`src/rtl/lsu_ram_adapter.sv`:
```
// Load/store adapter: turns byte/half/word core requests into word-addressed, byte-enabled RAM
// accesses and returns lane-extracted, sign/zero-extended load data two cycles after acceptance.
module lsu_ram_adapter #(
   parameter int ADDR_WIDTH = 10
) (
   input  logic                  clk_i,
   input  logic                  rstn_i,
   input  logic                  req_valid_i,
   output logic                  req_ready_o,
   input  logic                  req_we_i,
   input  logic [1:0]            req_size_i,
   input  logic                  req_unsigned_i,
   input  logic [31:0]           req_addr_i,
   input  logic [31:0]           req_wdata_i,
   output logic                  rsp_valid_o,
   output logic [31:0]           rsp_rdata_o,
   output logic                  rsp_err_o,
   output logic [3:0]            ram_we_o,
   output logic [ADDR_WIDTH-1:0] ram_addr_o,
   output logic [31:0]           ram_wdata_o,
   input  logic [31:0]           ram_rdata_i
);

   typedef enum logic [1:0] {IDLE, ISSUE, RESP} state_t;

   state_t     state, state_nxt;
   logic       accept;
   logic       req_err;
   logic [1:0] size_p1;
   logic [1:0] off_p1;
   logic       uns_p1;
   logic       store_p1;
   logic       err_p1;
   logic       unused_addr;

   function automatic logic access_err(input logic [1:0] size, input logic [1:0] off);
      case (size)
         2'b00:   access_err = 1'b0;
         2'b01:   access_err = off[0];
         2'b10:   access_err = (off != 2'b00);
         default: access_err = 1'b1;
      endcase
   endfunction

   function automatic logic [3:0] byte_en(input logic [1:0] size, input logic [1:0] off);
      case (size)
         2'b00:   byte_en = 4'b0001 << off;
         2'b01:   byte_en = 4'b0011 << off;
         default: byte_en = 4'b1111;
      endcase
   endfunction

   function automatic logic [31:0] lane_rep(input logic [1:0] size, input logic [31:0] wdata);
      case (size)
         2'b00:   lane_rep = {4{wdata[7:0]}};
         2'b01:   lane_rep = {2{wdata[15:0]}};
         default: lane_rep = wdata;
      endcase
   endfunction

   // Shift the addressed lane down to bit 0, then extend to the full word.
   function automatic logic [31:0] load_extract(input logic [31:0] rdata, input logic [1:0] size,
                                                input logic [1:0] off, input logic uns);
      logic        [31:0] shifted;
      logic signed [7:0]  b8;
      logic signed [15:0] h16;
      logic signed [31:0] res;
      shifted = rdata >> {off, 3'b000};
      b8      = shifted[7:0];
      h16     = shifted[15:0];
      case (size)
         2'b00:   res = uns ? $signed({24'd0, shifted[7:0]})  : 32'(b8);
         2'b01:   res = uns ? $signed({16'd0, shifted[15:0]}) : 32'(h16);
         default: res = $signed(rdata);
      endcase
      load_extract = res;
   endfunction

   assign req_ready_o = (state != ISSUE);
   assign accept      = req_valid_i && req_ready_o;
   assign req_err     = access_err(req_size_i, req_addr_i[1:0]);
   assign unused_addr = ^req_addr_i[31:ADDR_WIDTH+2];

   always_ff @(posedge clk_i or negedge rstn_i) begin
      if (!rstn_i) state <= IDLE;
      else         state <= state_nxt;
   end

   always_comb begin
      state_nxt = state;
      case (state)
         IDLE:    state_nxt = accept ? ISSUE : IDLE;
         ISSUE:   state_nxt = RESP;
         RESP:    state_nxt = accept ? ISSUE : IDLE;
         default: state_nxt = IDLE;
      endcase
   end

   // Acceptance -> ISSUE: RAM controls are registered here, so write enables live for ISSUE only.
   always_ff @(posedge clk_i or negedge rstn_i) begin
      if (!rstn_i) begin
         ram_we_o    <= '0;
         ram_addr_o  <= '0;
         ram_wdata_o <= '0;
         size_p1     <= '0;
         off_p1      <= '0;
         uns_p1      <= 1'b0;
         store_p1    <= 1'b0;
         err_p1      <= 1'b0;
      end else begin
         ram_we_o <= '0;
         if (accept) begin
            ram_addr_o <= req_addr_i[ADDR_WIDTH+1:2];
            size_p1    <= req_size_i;
            off_p1     <= req_addr_i[1:0];
            uns_p1     <= req_unsigned_i;
            store_p1   <= req_we_i;
            err_p1     <= req_err;
            if (req_we_i && !req_err) begin
               ram_we_o    <= byte_en(req_size_i, req_addr_i[1:0]);
               ram_wdata_o <= lane_rep(req_size_i, req_wdata_i);
            end
         end
      end
   end

   // RESP: RAM read data arrives this cycle and is formatted combinationally.
   assign rsp_valid_o = (state == RESP);
   assign rsp_err_o   = rsp_valid_o && err_p1;
   assign rsp_rdata_o = (rsp_valid_o && !err_p1 && !store_p1)
                        ? load_extract(ram_rdata_i, size_p1, off_p1, uns_p1) : 32'd0;

endmodule
```
`config.mk`:
```
export PLATFORM = sky130hd
export DESIGN_NAME = lsu_ram_adapter
export DESIGN_NICKNAME = d
export VERILOG_FILES = /design/src/rtl/lsu_ram_adapter.sv
export SDC_FILE = /design/constraint.sdc
export NUM_CORES = 1
export LEC_CHECK = 0
export BUFFER_PORTS_ARGS = -buffer_cell sky130_fd_sc_hd__buf_2
export CORE_MARGIN = 2
export CORE_UTILIZATION = 40
export CTS_CLUSTER_DIAMETER = 40
export CTS_CLUSTER_SIZE = 40
export DETAILED_ROUTE_END_ITERATION = 8
export PLACE_DENSITY = 0.85
export SYNTH_ARGS = -nofsm -noshare
export SYNTH_HDL_FRONTEND = slang
export SYNTH_SLANG_ARGS = --single-unit
```
`constraint.sdc`:
```
create_clock -name clk_i -period 1.9 [get_ports clk_i]
set_input_delay 0.285 -clock clk_i [delete_from_list [all_inputs] [get_ports clk_i]]
set_output_delay 0.285 -clock clk_i [all_outputs]
set_load 0.02 [all_outputs]
```
# [Word-level counts from Yosys, hierarchy flattened]
# Cells that the tools add are included.
# W data, S select, Z words.
[totals] ff_bits=55 latch_bits=0 ram_bits=0 rom_bits=0 output_inout_bits=81 memories=0
[op_classes] add_sub_neg=0 n_mul=0 div_mod_pow=0 order_cmp=0 eq_ne=6 shifts=3 muxes=11 bitwise_logic=0 reduce_logical=14
[ops] operator="$pmux W32 S2" n=2
[ops] operator="$mux W32" n=3
[ops] operator="$shr A32 B5 Y16" n=1
[ops] operator="$mux W4" n=2
[ops] operator="$pmux W4 S2" n=1
[ops] operator="$eq A2 B1 Y1 const B" n=3
[ops] operator="$logic_not A2 Y1" n=3
[ops] operator="$logic_and A1 B1 Y1" n=5
[ops] operator="$eq A2 B2 Y1 const B" n=2
[ops] operator="$pmux W2 S2" n=1
[ops] operator="$shl A1 B2 Y4 const A" n=1
[ops] operator="$shl A2 B2 Y4 const A" n=1
[ops] operator="$logic_not A1 Y1" n=3
[ops] operator="$pmux W1 S3" n=1
[ops] operator="$ne A2 B1 Y1 const B" n=1
[ops] operator="$reduce_and A2 Y1" n=1
[ops] operator="$reduce_bool A2 Y1" n=1
[ops] operator="$reduce_or A2 Y1" n=1
[ops] operator="$mux W1" n=1

# [Logic depth before layout (Yosys ltp)]
[depth] word_depth=6 depth_mapped=6 ltp_nobuf=3

# [Least setup slack after synthesis]
# OpenSTA, ideal clock, no wires.
[synth_timing] path_type="register -> output" start="register state[0]" end="output port rsp_rdata_o[21]" t_arrival_ps=1709 required_ps=1615 slack_ps=-94 stages_incl_launch_ff=5 cell_sequence="dfrtp_1 nor4b_4 o211ai_2 buf_2 o21ai_0"
[synth_between] elab_chain_len=4
[synth_rtl] item="start, declared" line="26" rtl="state_t state, state_nxt;"
[synth_rtl] item="start signal, assigned" line="86" rtl="else state <= state_nxt;"
[synth_rtl] item="$eq A2 B2 Y1" line="128" rtl="assign rsp_valid_o = (state == RESP);"
[synth_rtl] item="$logic_and A1 B1 Y1 (2 in series)" line="130" rtl="assign rsp_rdata_o = (rsp_valid_o && !err_p1 && !store_p1)"
[synth_rtl] item="$mux W32" line="131" rtl="? load_extract(ram_rdata_i, size_p1, off_p1, uns_p1) : 32'd0;"
[synth_rtl] item="end, declared" line="16" rtl="output logic [31:0] rsp_rdata_o,"
# No other way between the ends.

# [Worst setup path after layout]
[layout_timing] start="register off_p1[1]" end="output port rsp_rdata_o[24]"
[layout_between] elab_chain_len=4 word_cells_on_any_way=5 cone_classes="1 x shift; 4 x mux"
[layout_rtl] item="start, declared" line="30" rtl="logic [1:0] off_p1;"
[layout_rtl] item="start signal, assigned" line="115" rtl="off_p1 <= req_addr_i[1:0];"
[layout_rtl] item="$shr A32 B5 Y16 (*)" line="68" rtl="shifted = rdata >> {off, 3'b000};"
[layout_rtl] item="$mux W32 (on tied branches)" line="73, 72"
[layout_rtl] item="$pmux W32 S2 (*)" line="71" rtl="case (size)"
[layout_rtl] item="$mux W32 (*)" line="131"
# Every way passes the cells marked *; elsewhere a longest branch is shown, timed or not.

==> impl_metrics.env <==
export IMPL_slew_headroom_pct=58.5
export IMPL_die_area_um2=8970
export IMPL_dp_hpwl_um=6900
export IMPL_tritoncts="built"
export IMPL_cts_buffer_depth=2
export IMPL_yosys_top_cells_area="dfrtp_1, mux2_2, o21ai_0, mux2i_1, nand3_1"
export IMPL_drive_gt1_share_pct=64.8
export IMPL_clockRootBuffer="clkbuf_8"
export IMPL_die_x_um=94.7
export IMPL_crit_type="register to primary output"
export IMPL_status="finished, violations left"
export IMPL_worstPathRequired_ns=1.62
export IMPL_clock_latency_ns=0.30
export IMPL_yosysTopAreaCell="dfrtp_1"
export IMPL_synth_enable_flop_cells=0
export IMPL_drc=0
export IMPL_min_period_ns=2.22
export IMPL_yosys_warnings=0
export IMPL_cts_buffers=5
export IMPL_regToRegSetupSlack_ns=0.43
export IMPL_antenna_found_initial=0
export IMPL_syn_avg_cell_area_um2=11.4
export IMPL_async_reset_ff_share_pct=100
export IMPL_grt_overflow=0
export IMPL_report_final_slew_viol_count=0
export IMPL_area_delta_synth_final_pct=41.8
export IMPL_period_share_pct=117
export IMPL_worstPathMaxFanout=12
export IMPL_n_antenna_cell=0
export IMPL_rsz0062_at_grt="true"
export IMPL_irDropWorstVdd_mv=0.585
export IMPL_fmax_mhz=451
export IMPL_wl_per_cell_um=16.8
export IMPL_synth_top_area_share_pct=41.8
export IMPL_viasPerCell=5.55
export IMPL_placed_area_um2=4250
export IMPL_synthDistinctLibCells=37
export IMPL_rows=33
export IMPL_syn_nets=393
export IMPL_ant_nets=0
export IMPL_coreArea_um2=8090
export IMPL_ios=184
export IMPL_seq_area_frac_synth_pct=41.8
export IMPL_initial_core_util_pct=40.7
export IMPL_dr_first_iter_drc_count=115
export IMPL_grt_util_all_layers_pct=20.2
export IMPL_grt_start_max_net_pins=33
export IMPL_synthCells=290
export IMPL_arrival_ns=1.93
export IMPL_tns_ns=-8.62
export IMPL_n_fill_cell=676
export IMPL_grt_pass1_vias=3148
export IMPL_ys_top_cells_by_count="mux2_2, dfrtp_1, o21ai_0"
export IMPL_fp_dieH_um=94.7
export IMPL_power_density_nw_per_um2=835
export IMPL_htree_levels=2
export IMPL_drt_total_wl_um=9500
export IMPL_p_leak_nw=2.21
export IMPL_via_count=3136
export IMPL_setup_violations=32
export IMPL_design_area_um2=4670
export IMPL_hold_class="input port to register"
export IMPL_skew_ns=0.00673
export IMPL_synthesis_area_um2=3290
export IMPL_yosysMostFrequentCell="mux2_2"
export IMPL_globalplace_congestion=0.839
export IMPL_cts_sinks=55
export IMPL_start_kind="register"
export IMPL_violations="setup timing"
export IMPL_hold_viol_final=0
export IMPL_layout_nets=562
export IMPL_io_buffers=163
export IMPL_dr_pass1_iters=4
export IMPL_ys_ff_latch=55
export IMPL_clkTransAtPathRegs_ns=0.10
export IMPL_setup_slack_ns=-0.318
export IMPL_tightest_slew_ns=0.622
export IMPL_synth_main_ff_cell="dfrtp_1"
export IMPL_crit_path_end_kind="primary output"
export IMPL_maxCapViolations=0
export IMPL_grt_pass1_wl_um=14700
[worst max-delay path, stage by stage (launching register included)]
cell,delay [ns]
dfrtp_1,0.40
mux4_2,0.58
o22ai_4,0.22
buf_12,0.15
o21ai_0,0.09
buf_2,0.19
[cells in the final DEF (no fill, tap or decap), types with 2 or more instances in the layout]
cell type   Yosys  final
nand2b_1        2      2
buf_2           7    154
buf_4           0     17
mux2_1          2      2
o22a_1          7      7
buf_6           5     11
nand2_1        11     10
nand3_1        17     17
clkbuf_8        0      6
buf_12          0      3
mux2i_1         9      9
nor3_1          2      2
nor2_1          7      7
a221oi_2        0      6
o21ai_0        24     23
inv_1           3      2
a21oi_1        11     11
o221a_2         7      7
dfrtp_1        55     54
nor2b_1         6      6
o31ai_4         0      8
mux2_2         71     71
clkinvlp_4      0      2
o21ai_1         2      3
[area by class of cell]
| cell class | count | area [um2] | area share, % |
|---|---|---|---|
| well taps | 105 | 131 | 2.82 |
| flip-flops and latches | 55 | 1380 | 29.5 |
| clock inverters | 2 | 18.8 | 0.402 |
| clock buffers | 6 | 82.6 | 1.77 |
| multi-input cells | 208 | 1950 | 41.8 |
| repair buffers | 186 | 1090 | 23.4 |
| inverters | 3 | 15.0 | 0.322 |
[where the power goes]
part | switching [W] | internal, W
combinational | 0.000919 | 0.000700
clock | 0.000403 | 0.000306
sequential | 0.000150 | 0.00142
[routing by layer]
| layer | global-route usage, % | up-vias | part of all wire [%] |
|---|---|---|---|
| li1 | - | 1433 | - |
| met1 | 23.8 | 1568 | 39 |
| met2 | 37.7 | 125 | 53 |
| met3 | 4.87 | 10 | 6.5 |
| met4 | 3.14 | 0 | 0.91 |
| met5 | 0 | - | 0 |
[through the flow]
step | instances | total power [W] | utilization [%] | hold WS (ns) | setup WS (ns)
floorplan | 290 | 0.00250 | - | -0.0106 | -0.0940
global placement | 550 | 0.00299 | 52.5 | 0.334 | 0.0123
detailed placement | 550 | 0.00305 | 52.5 | 0.339 | -0.0334
CTS | 565 | 0.00387 | 56.0 | 0.196 | -0.340
global route | 565 | 0.00411 | 57.7 | 0.197 | -0.424
finish | 565 | 0.00390 | 57.7 | 0.206 | -0.318
[sequential cells by signal, summed over array words and instances (netlist names)]
| signal | cells |
|---|---|
| err_p1 | 1 |
| state | 2 |
| ram_we_o | 4 |
| off_p1 | 2 |
| store_p1 | 1 |
| ram_addr_o | 10 |
| uns_p1 | 1 |
| ram_wdata_o | 32 |
| size_p1 | 2 |
[repair_timing]
action,in CTS,in global routing
gates resized for setup,23,27
hold endpoints to repair,7,0
pin swaps,1,1
setup endpoints to repair,32,32
hold buffers,1,0
buffers inserted,6,0
[worst paths after layout]
kind	start	endpoint	cells past startpoint
max	off_p1[1]	rsp_rdata_o[24]	5
min	req_addr_i[5]	ram_addr_o[3]	2
max reg2reg	state[1]	ram_addr_o[6]	4
min reg2reg	ram_addr_o[5]	ram_addr_o[5]	1
max in group asynchronous	rstn_i	off_p1[0]	3
min in group asynchronous	rstn_i	ram_wdata_o[10]	2
[kinds of logic after synthesis]
group / share of synthesized area (%)
AOI/OAI and AO/OA: 16.4
xor gates and xnor gates: 0.266
buffers and inverters: 4.48
DFF: 41.8
muxes: 28.4
and+or+nand+nor: 8.67
Power figures use the tool's default switching activity.
